### src/rtl/spr_register_file_pkg.sv
// Shared SPR numbering, XER reserved-bit mask and the per-register entry type
// for the special-purpose register file.
package ppc_types;

  localparam int unsigned SPR_ADDR_W = 10;
  localparam int unsigned RS_ID_W    = 5;

  localparam logic [SPR_ADDR_W-1:0] SPR_XER = 10'd1;
  localparam logic [SPR_ADDR_W-1:0] SPR_LR  = 10'd8;
  localparam logic [SPR_ADDR_W-1:0] SPR_CTR = 10'd9;

  // XER keeps SO/OV/CA (bits 0:2, big-endian) and the byte count (25:31)
  localparam logic [31:0] XER_WRITE_MASK = 32'hE000_007F;
  localparam logic [31:0] FULL_MASK      = 32'hFFFF_FFFF;

  typedef struct packed {
    logic [31:0]        value;
    logic               busy;
    logic [RS_ID_W-1:0] rs_id;
  } spr_entry_t;

  function automatic logic [31:0] mask_value(input logic [31:0] v, input logic [31:0] m);
    return v & m;
  endfunction

endpackage

### src/rtl/spr_register_file_entry.sv
// One architectural SPR: stored value plus busy/tag scoreboard with
// flush > allocate > matching-write priority on the busy state.
module spr_entry
  import ppc_types::*;
#(
  parameter int unsigned RS_ID_WIDTH = RS_ID_W,
  parameter logic [31:0] MASK        = FULL_MASK
) (
  input  logic                   clk,
  input  logic                   rst,
  input  logic                   wr_en,
  input  logic [RS_ID_WIDTH-1:0] wr_rs_id,
  input  logic [31:0]            wr_data,
  input  logic                   alloc_en,
  input  logic [RS_ID_WIDTH-1:0] alloc_rs_id,
  input  logic                   flush,
  output logic [31:0]            value,
  output logic                   busy,
  output logic [RS_ID_WIDTH-1:0] rs_id,
  output logic                   wr_match
);

  logic [31:0]            value_r;
  logic                   busy_r;
  logic [RS_ID_WIDTH-1:0] rs_id_r;
  logic                   wr_match_s;

  // A write only retires the producer it was waiting for
  always_comb begin
    wr_match_s = busy_r && (rs_id_r == wr_rs_id);
  end

  // Value register: every accepted write lands, even from a stale producer
  always_ff @(posedge clk or posedge rst) begin
    if (rst) begin
      value_r <= 32'd0;
    end else if (wr_en) begin
      value_r <= mask_value(wr_data, MASK);
    end
  end

  // Busy/tag register
  always_ff @(posedge clk or posedge rst) begin
    if (rst) begin
      busy_r  <= 1'b0;
      rs_id_r <= '0;
    end else if (flush) begin
      busy_r  <= 1'b0;
    end else if (alloc_en) begin
      busy_r  <= 1'b1;
      rs_id_r <= alloc_rs_id;
    end else if (wr_en && wr_match_s) begin
      busy_r  <= 1'b0;
    end
  end

  assign value    = value_r;
  assign busy     = busy_r;
  assign rs_id    = rs_id_r;
  assign wr_match = wr_match_s;

endmodule

### src/rtl/spr_register_file.sv
// XER/LR/CTR register file fed by the system unit's mtspr result bus; the
// dispatcher reads value/busy/tag combinationally and allocates producers.
module spr_register_file
  import ppc_types::*;
#(
  parameter int unsigned RS_ID_WIDTH = RS_ID_W,
  parameter int unsigned BYPASS      = 1
) (
  input  logic                   clk,
  input  logic                   rst,
  input  logic                   spr_input_valid,
  output logic                   spr_input_ready,
  input  logic [RS_ID_WIDTH-1:0] spr_rs_id_in,
  input  logic [SPR_ADDR_W-1:0]  spr_reg_addr_in,
  input  logic [31:0]            spr_result_in,
  input  logic                   alloc_valid,
  input  logic [SPR_ADDR_W-1:0]  alloc_addr,
  input  logic [RS_ID_WIDTH-1:0] alloc_rs_id,
  input  logic                   flush,
  input  logic [SPR_ADDR_W-1:0]  read_addr,
  output logic [31:0]            read_value,
  output logic                   read_busy,
  output logic [RS_ID_WIDTH-1:0] read_rs_id,
  output logic                   read_addr_valid
);

  logic ready_r;
  logic wr_accept_s;

  logic wr_xer_s, wr_lr_s, wr_ctr_s;
  logic al_xer_s, al_lr_s, al_ctr_s;

  logic [31:0]            xer_value_s, lr_value_s, ctr_value_s;
  logic                   xer_busy_s, lr_busy_s, ctr_busy_s;
  logic [RS_ID_WIDTH-1:0] xer_rs_id_s, lr_rs_id_s, ctr_rs_id_s;
  logic                   xer_match_s, lr_match_s, ctr_match_s;

  logic [31:0]            sel_value_s;
  logic                   sel_busy_s;
  logic [RS_ID_WIDTH-1:0] sel_rs_id_s;
  logic                   sel_match_s;
  logic [31:0]            sel_mask_s;
  logic                   sel_valid_s;
  logic                   bypass_s;

  // Ready is low only while in reset; the file never back-pressures
  always_ff @(posedge clk or posedge rst) begin
    if (rst) begin
      ready_r <= 1'b0;
    end else begin
      ready_r <= 1'b1;
    end
  end

  assign spr_input_ready = ready_r;

  // Write/allocate address decode; unimplemented numbers hit no entry
  always_comb begin
    wr_accept_s = spr_input_valid && ready_r;
    wr_xer_s    = wr_accept_s && (spr_reg_addr_in == SPR_XER);
    wr_lr_s     = wr_accept_s && (spr_reg_addr_in == SPR_LR);
    wr_ctr_s    = wr_accept_s && (spr_reg_addr_in == SPR_CTR);
    al_xer_s    = alloc_valid && (alloc_addr == SPR_XER);
    al_lr_s     = alloc_valid && (alloc_addr == SPR_LR);
    al_ctr_s    = alloc_valid && (alloc_addr == SPR_CTR);
  end

  spr_entry #(.RS_ID_WIDTH(RS_ID_WIDTH), .MASK(XER_WRITE_MASK)) u_xer (
    .clk(clk), .rst(rst), .wr_en(wr_xer_s), .wr_rs_id(spr_rs_id_in),
    .wr_data(spr_result_in), .alloc_en(al_xer_s), .alloc_rs_id(alloc_rs_id),
    .flush(flush), .value(xer_value_s), .busy(xer_busy_s), .rs_id(xer_rs_id_s),
    .wr_match(xer_match_s)
  );

  spr_entry #(.RS_ID_WIDTH(RS_ID_WIDTH), .MASK(FULL_MASK)) u_lr (
    .clk(clk), .rst(rst), .wr_en(wr_lr_s), .wr_rs_id(spr_rs_id_in),
    .wr_data(spr_result_in), .alloc_en(al_lr_s), .alloc_rs_id(alloc_rs_id),
    .flush(flush), .value(lr_value_s), .busy(lr_busy_s), .rs_id(lr_rs_id_s),
    .wr_match(lr_match_s)
  );

  spr_entry #(.RS_ID_WIDTH(RS_ID_WIDTH), .MASK(FULL_MASK)) u_ctr (
    .clk(clk), .rst(rst), .wr_en(wr_ctr_s), .wr_rs_id(spr_rs_id_in),
    .wr_data(spr_result_in), .alloc_en(al_ctr_s), .alloc_rs_id(alloc_rs_id),
    .flush(flush), .value(ctr_value_s), .busy(ctr_busy_s), .rs_id(ctr_rs_id_s),
    .wr_match(ctr_match_s)
  );

  // Read-side select of the addressed entry
  always_comb begin
    sel_value_s = 32'd0;
    sel_busy_s  = 1'b0;
    sel_rs_id_s = '0;
    sel_match_s = 1'b0;
    sel_mask_s  = FULL_MASK;
    sel_valid_s = 1'b0;
    case (read_addr)
      SPR_XER: begin
        sel_value_s = xer_value_s;
        sel_busy_s  = xer_busy_s;
        sel_rs_id_s = xer_rs_id_s;
        sel_match_s = xer_match_s;
        sel_mask_s  = XER_WRITE_MASK;
        sel_valid_s = 1'b1;
      end
      SPR_LR: begin
        sel_value_s = lr_value_s;
        sel_busy_s  = lr_busy_s;
        sel_rs_id_s = lr_rs_id_s;
        sel_match_s = lr_match_s;
        sel_valid_s = 1'b1;
      end
      SPR_CTR: begin
        sel_value_s = ctr_value_s;
        sel_busy_s  = ctr_busy_s;
        sel_rs_id_s = ctr_rs_id_s;
        sel_match_s = ctr_match_s;
        sel_valid_s = 1'b1;
      end
      default: begin
        sel_valid_s = 1'b0;
      end
    endcase
  end

  // Forward the retiring producer's result so the dispatcher sees it this cycle
  always_comb begin
    bypass_s = (BYPASS != 0) && wr_accept_s && sel_match_s &&
               (spr_reg_addr_in == read_addr);
    if (bypass_s) begin
      read_value = mask_value(spr_result_in, sel_mask_s);
      read_busy  = 1'b0;
    end else begin
      read_value = sel_value_s;
      read_busy  = sel_busy_s;
    end
    read_rs_id      = sel_rs_id_s;
    read_addr_valid = sel_valid_s;
  end

endmodule
### config.mk
export PLATFORM = sky130hd
export DESIGN_NAME = spr_register_file
export DESIGN_NICKNAME = d
export VERILOG_FILES = /design/src/rtl/spr_register_file_pkg.sv /design/src/rtl/spr_register_file_entry.sv /design/src/rtl/spr_register_file.sv
export SDC_FILE = /design/constraint.sdc
export NUM_CORES = 1
export LEC_CHECK = 0
export CAP_MARGIN = 25
export CORE_MARGIN = 8
export CORE_UTILIZATION = 41
export CTS_CLUSTER_SIZE = 16
export DETAILED_ROUTE_END_ITERATION = 16
export PLACE_DENSITY = 0.72
export SYNTH_ARGS = -nofsm -noshare
export SYNTH_HDL_FRONTEND = slang
export SYNTH_SLANG_ARGS = --single-unit
### constraint.sdc
create_clock -name clk -period 6 [get_ports clk]
set_input_delay 1.2 -clock clk [delete_from_list [all_inputs] [get_ports clk]]
set_output_delay 1.2 -clock clk [all_outputs]
set_load 0.02 [all_outputs]
; ---- Yosys cells after proc, flatten, opt, wreduce, memory -nomap -nowiden
; Cells that the tools add are included.
[op_classes]
n_bitwise = 2
muxes = 17
n_reduce_logical = 22
n_eq_ne = 13
[op_table]
columns = cell, n
row1 = $pmux W32 S3, 1
row2 = $eq A10 B4 Y1 const B, 6
row3 = $and A32 B32 Y32, 1
row4 = $mux W32, 1
row5 = $eq A10 B1 Y1 const B, 3
row6 = $mux W29, 1
row7 = $eq A5 B5 Y1, 3
row8 = $logic_and A1 B1 Y1, 15
row9 = $pmux W5 S3, 1
row10 = $mux W1, 11
row11 = $eq A10 B10 Y1, 1
row12 = $reduce_bool A3 Y1, 3
row13 = $pmux W1 S3, 2
row14 = $reduce_and A2 Y1, 3
row15 = $reduce_or A3 Y1, 1
row16 = $not A1 Y1, 1
[word_totals]
out_inout_bits = 40
in_bits = 77
wordCells = 64
reg_bits = 93

; ---- Longest topological paths before layout
[logic_depth]
word_depth = 6
ltp_mapped = 6
ltp_nobuf = 5

; ---- Hierarchy
; From an unflattened synthesis, not the netlist that was laid out.
[unflattened]
cells_unflattened = 490
area_unflattened_um2 = 5840.6
[by_module_without_submodules]
columns = module, area_each_um2, seq_area_each_um2, cells_each, n_inst
row1 = spr_entry (u_ctr ...), 1649.1, 950.9, 93, 2
row2 = spr_register_file, 1686.6, 25.0, 237, 1
row3 = spr_entry (u_xer), 855.8, 400.4, 67, 1

; ---- Worst setup path after synthesis
; OpenSTA, ideal clock, no wires.
[synth_path]
path_type = input to output
from = input port read_addr[9]
to = output port read_value[1]
n_path_buf = 1
slack_ps = 1564
stages = 6
arrival_ps = 3236
cell_sequence = or4_4 -> or4_4 -> nor3_2 -> o31ai_2 -> buf_6 -> mux2i_1
[synth_via]
elab_chain_cells = 5
word_cells_on_any_way = 9
[synth_rtl]
columns = item, line
row1 = "start, declared", spr_register_file.sv:20  ; input logic [SPR_ADDR_W-1:0] read_addr,
row2 = $eq A10 B4 Y1 or $eq A10 B1 Y1 (tied branches), spr_register_file.sv:97  ; case (read_addr)
row3 = $pmux W1 S3, spr_register_file.sv:97
row4 = $logic_and A1 B1 Y1 (2 in a row), spr_register_file.sv:128  ; bypass_s = (BYPASS != 0) && wr_accept_s && sel_match_s &&
row5 = $mux W32 *, spr_register_file.sv:130  ; if (bypass_s) begin
row6 = "end, declared", spr_register_file.sv:21  ; output logic [31:0] read_value,
; Mark *: on every way between the ends. The rest lies on a longest branch, timed or not.

; ---- Worst setup path after layout
[layout_path]
from = input port read_addr[9]
to = output port read_value[24]
; The elaborated chain is that of the path after synthesis.

==> impl_metrics.py <==
metrics = {
    "grt": {
        "grt_pass1_wl_mm": 19.9,
        "grt_usage": 0.166,
        "antenna_found_initial": 0,
        "grt_max_degree": 52,
        "first_global_vias": 3975,
        "overflow": 0,
    },
    "synth": {
        "synth_fp_nets": 467,
        "synth_edf_count": 0,
        "synth_commonest_cells": "93 x dfrtp_1, 72 x mux2_2, 45 x a22o_1, 25 x nand2_1, 21 x o21ai_0",
        "synth_seq_cells": 93,
        "netlist_area_sq_um": 4680,
        "yosysTopAreaCellShare": 0.497,
        "ys_dominant_reg_cell": "dfrtp_1",
        "synth_most_common_cell": "dfrtp_1",
        "yosysTopAreaCell": "dfrtp_1",
        "synth.avg_cell_area_sq_um": 12.0,
        "async_flop_share": 1.00,
        "yosys.cell_types.count": 35,
        "seq_area_frac_synth": 0.497,
        "yosys_warnings": 0,
        "synthCells": 390,
        "synth.area.top_cells": "dfrtp_1 50%, mux2_2 17%, a22o_1 8.4%, xnor2_1 3.4%, a222oi_1 3.0%",
    },
    "timing": {
        "setup_viol": 0,
        "finalCritPeriodShare": 0.946,
        "setup-tns-final_ns": 0,
        "slew_violations": 0,
        "grt_setup_unrepaired": "no",
        "worstMarginPinSlew_ns": 0.865,
        "final_hold_viol_count": 0,
        "fmax_mhz": 176,
        "skew_ns": 0.00646,
        "relSlewSlack": 0.423,
        "finalCriticalPeriod_ns": 5.68,
        "holdWs_ns": 0.484,
    },
    "floorplanning": {
        "start_util": 0.416,
        "coreArea_sq_um": 11300,
        "die_area_sq_um": 15100,
        "io_pins": 117,
        "row_count": 39,
        "die_h_um": 123,
        "dieWidth_um": 123,
    },
    "critical_path": {
        "crit_chain": "clkdlybuf4s50_1 -> or4_4 -> or4_4 -> nor3_2 -> o31ai_4 -> buf_4 -> a22o_1 -> clkdlybuf4s50_1",
        "start_kind": "input pin",
        "cp_max_fo": 21,
        "worstSetupEndpointType": "output port",
        "crit_buf_inv": 3,
        "path_delay_family": "simple AND/OR/NAND/NOR gates",
        "max_stage_delay_ns": 0.61,
        "cp_slowest_cell": "or4_4",
        "critPathKind": "in2out",
        "critPathArrivalTime_ns": 4.48,
        "crit_required_ns": 4.80,
    },
    "cts": {
        "postCtsResizedCells": 0,
        "cts_hold_buf": 0,
        "cts-root-buf": "clkbuf_16",
        "postCtsSetupBuffers": 0,
        "cts.sinks": 93,
        "cts_buffer_depth": 2,
        "cts_tree": "yes",
        "clk_pin_slew_ns": 0.07,
        "clkLatencyLatePin_ns": 0.33,
        "h-tree-depth": 3,
        "cts_buffers": 9,
    },
    "routing": {
        "dr.pass1.iters": 5,
        "drtIter0Drc": 239,
        "routed_wl_mm": 12.1,
        "drc": 0,
        "vias": 3594,
        "avgViaCountPerCell": 5.50,
        "ant_nets": 0,
        "post_drt_wl_per_cell_um": 18.4,
    },
    "finish": {
        "n_antenna_cell": 0,
        "areaGrowthSynthToFinish_pct": 36.9,
        "stdcell_count": 654,
        "final_layout_size_suffix_gt1_frac": 0.211,
        "final_nets": 583,
        "nFillCells": 965,
        "design_area_sq_um": 6410,
    },
    "placement": {
        "gp_congestion": 0.833,
        "portBuffers": 116,
        "dpl_cell_area_sq_um": 6040,
        "dp.cells": 637,
        "dp_hpwl_mm": 8.76,
    },
    "pwr": {
        "power_density_nw_per_um2": 216,
        "peakVddDrop_mv": 0.150,
        "p_leak_uw": 0.00297,
    },
    "outcome": {
        "status": "completed",
    },
    "min_path": {
        "min_path_type": "reg2reg",
    },
    "flow_run": {
        "cap_violations": 0,
    },
}
[cell families after synthesis]
family | Yosys count | synth area share
DFF | 93 | 0.497
AOI/OAI and AO/OA | 87 | 0.150
muxes | 81 | 0.192
and+or+nand+nor | 63 | 0.0753
buffers and inverters | 40 | 0.0385
xor gates and xnor gates | 25 | 0.0467
other | 1 | 0.000801
[per-stage QoR]
stage               total power, uW  utilization  setup WS, ns
detailed placement              752        0.536         0.327
CTS                            1400        0.566         0.311
finish                         1390        0.569         0.325
global placement                749        0.534         0.394
global route                   1440        0.569         0.183
floorplan                       678            -          1.56
[placed cells by master, fill, tap and decap left out, types with 2 or more instances in the layout]
cell type / netlist / final
nand2_1: 25 / 25
clkinv_2: 0 / 2
a21boi_0: 2 / 2
or4_4: 2 / 2
clkbuf_16: 0 / 9
clkdlybuf4s50_1: 0 / 115
inv_1: 18 / 17
a22o_1: 45 / 45
nor4_1: 7 / 7
o21a_1: 2 / 2
inv_6: 0 / 2
nand3b_1: 2 / 2
and4_1: 2 / 2
a222oi_1: 14 / 14
o21ai_0: 21 / 21
xor2_1: 7 / 7
xnor2_1: 18 / 18
nor2_1: 2 / 2
buf_4: 2 / 9
nand3_1: 3 / 2
bufinv_16: 0 / 3
dfrtp_1: 93 / 93
and3_1: 2 / 2
nor3_1: 5 / 5
nand4_1: 5 / 5
nor4_4: 0 / 2
mux2_2: 72 / 72
mux2i_1: 9 / 9
[power by group]
group	leakage (uW)	internal, uW	switching [uW]
sequential	0.00130	632	2.85
clock	0.000170	410	238
combinational	0.00151	58.9	45.6
total	0.00297	1100	286
[metal layers]
layer | global-route usage | vias up | wire length, um | part of all wire
met2 | 0.289 | 98 | 6040 | 0.50
met1 | 0.197 | 1785 | 5090 | 0.42
met4 | 0.0571 | 0 | 184 | 0.015
met3 | 0.0393 | 16 | 753 | 0.062
li1 | - | 1695 | - | -
met5 | 0 | - | 0 | 0
[registers in the layout, indices dropped and copies added, names as in the netlist]
| name | cells |
|---|---|
| spr_input_ready | 1 |
| u_ctr.busy | 1 |
| u_ctr.rs_id | 5 |
| u_ctr.value | 32 |
| u_lr.busy | 1 |
| u_lr.rs_id | 5 |
| u_lr.value | 32 |
| u_xer.busy | 1 |
| u_xer.rs_id | 5 |
| u_xer.value | 10 |
[layout make-up]
type / count / area, sq um / area share
clock buffers: 9 / 225 / 0.0351
multi-input cells: 257 / 2210 / 0.344
inverters: 18 / 68.8 / 0.0107
repair buffers: 127 / 1280 / 0.200
clock inverters: 7 / 121 / 0.0189
well taps: 143 / 179 / 0.0279
flip-flops and latches: 93 / 2330 / 0.363
[tightest hold or removal path: stages, from the launching register on]
cell and delay [ns]:
dfrtp_1 0.34, nand2_1 0.05, o21ai_0 0.06
[worst paths after layout]
kind	slack (ns)	endpoint	from	cells past startpoint
max	0.32	read_value[24]	read_addr[9]	8
min	0.48	u_lr.value[29]	u_lr.value[29]	2
max reg2reg	4.08	u_lr.value[27]	spr_input_ready	6
min reg2reg	0.48	u_lr.value[29]	u_lr.value[29]	2
max in group asynchronous	3.60	u_lr.value[24]	rst	3
min in group asynchronous	1.28	u_ctr.value[27]	rst	2
(Power assumes the default switching activity.)
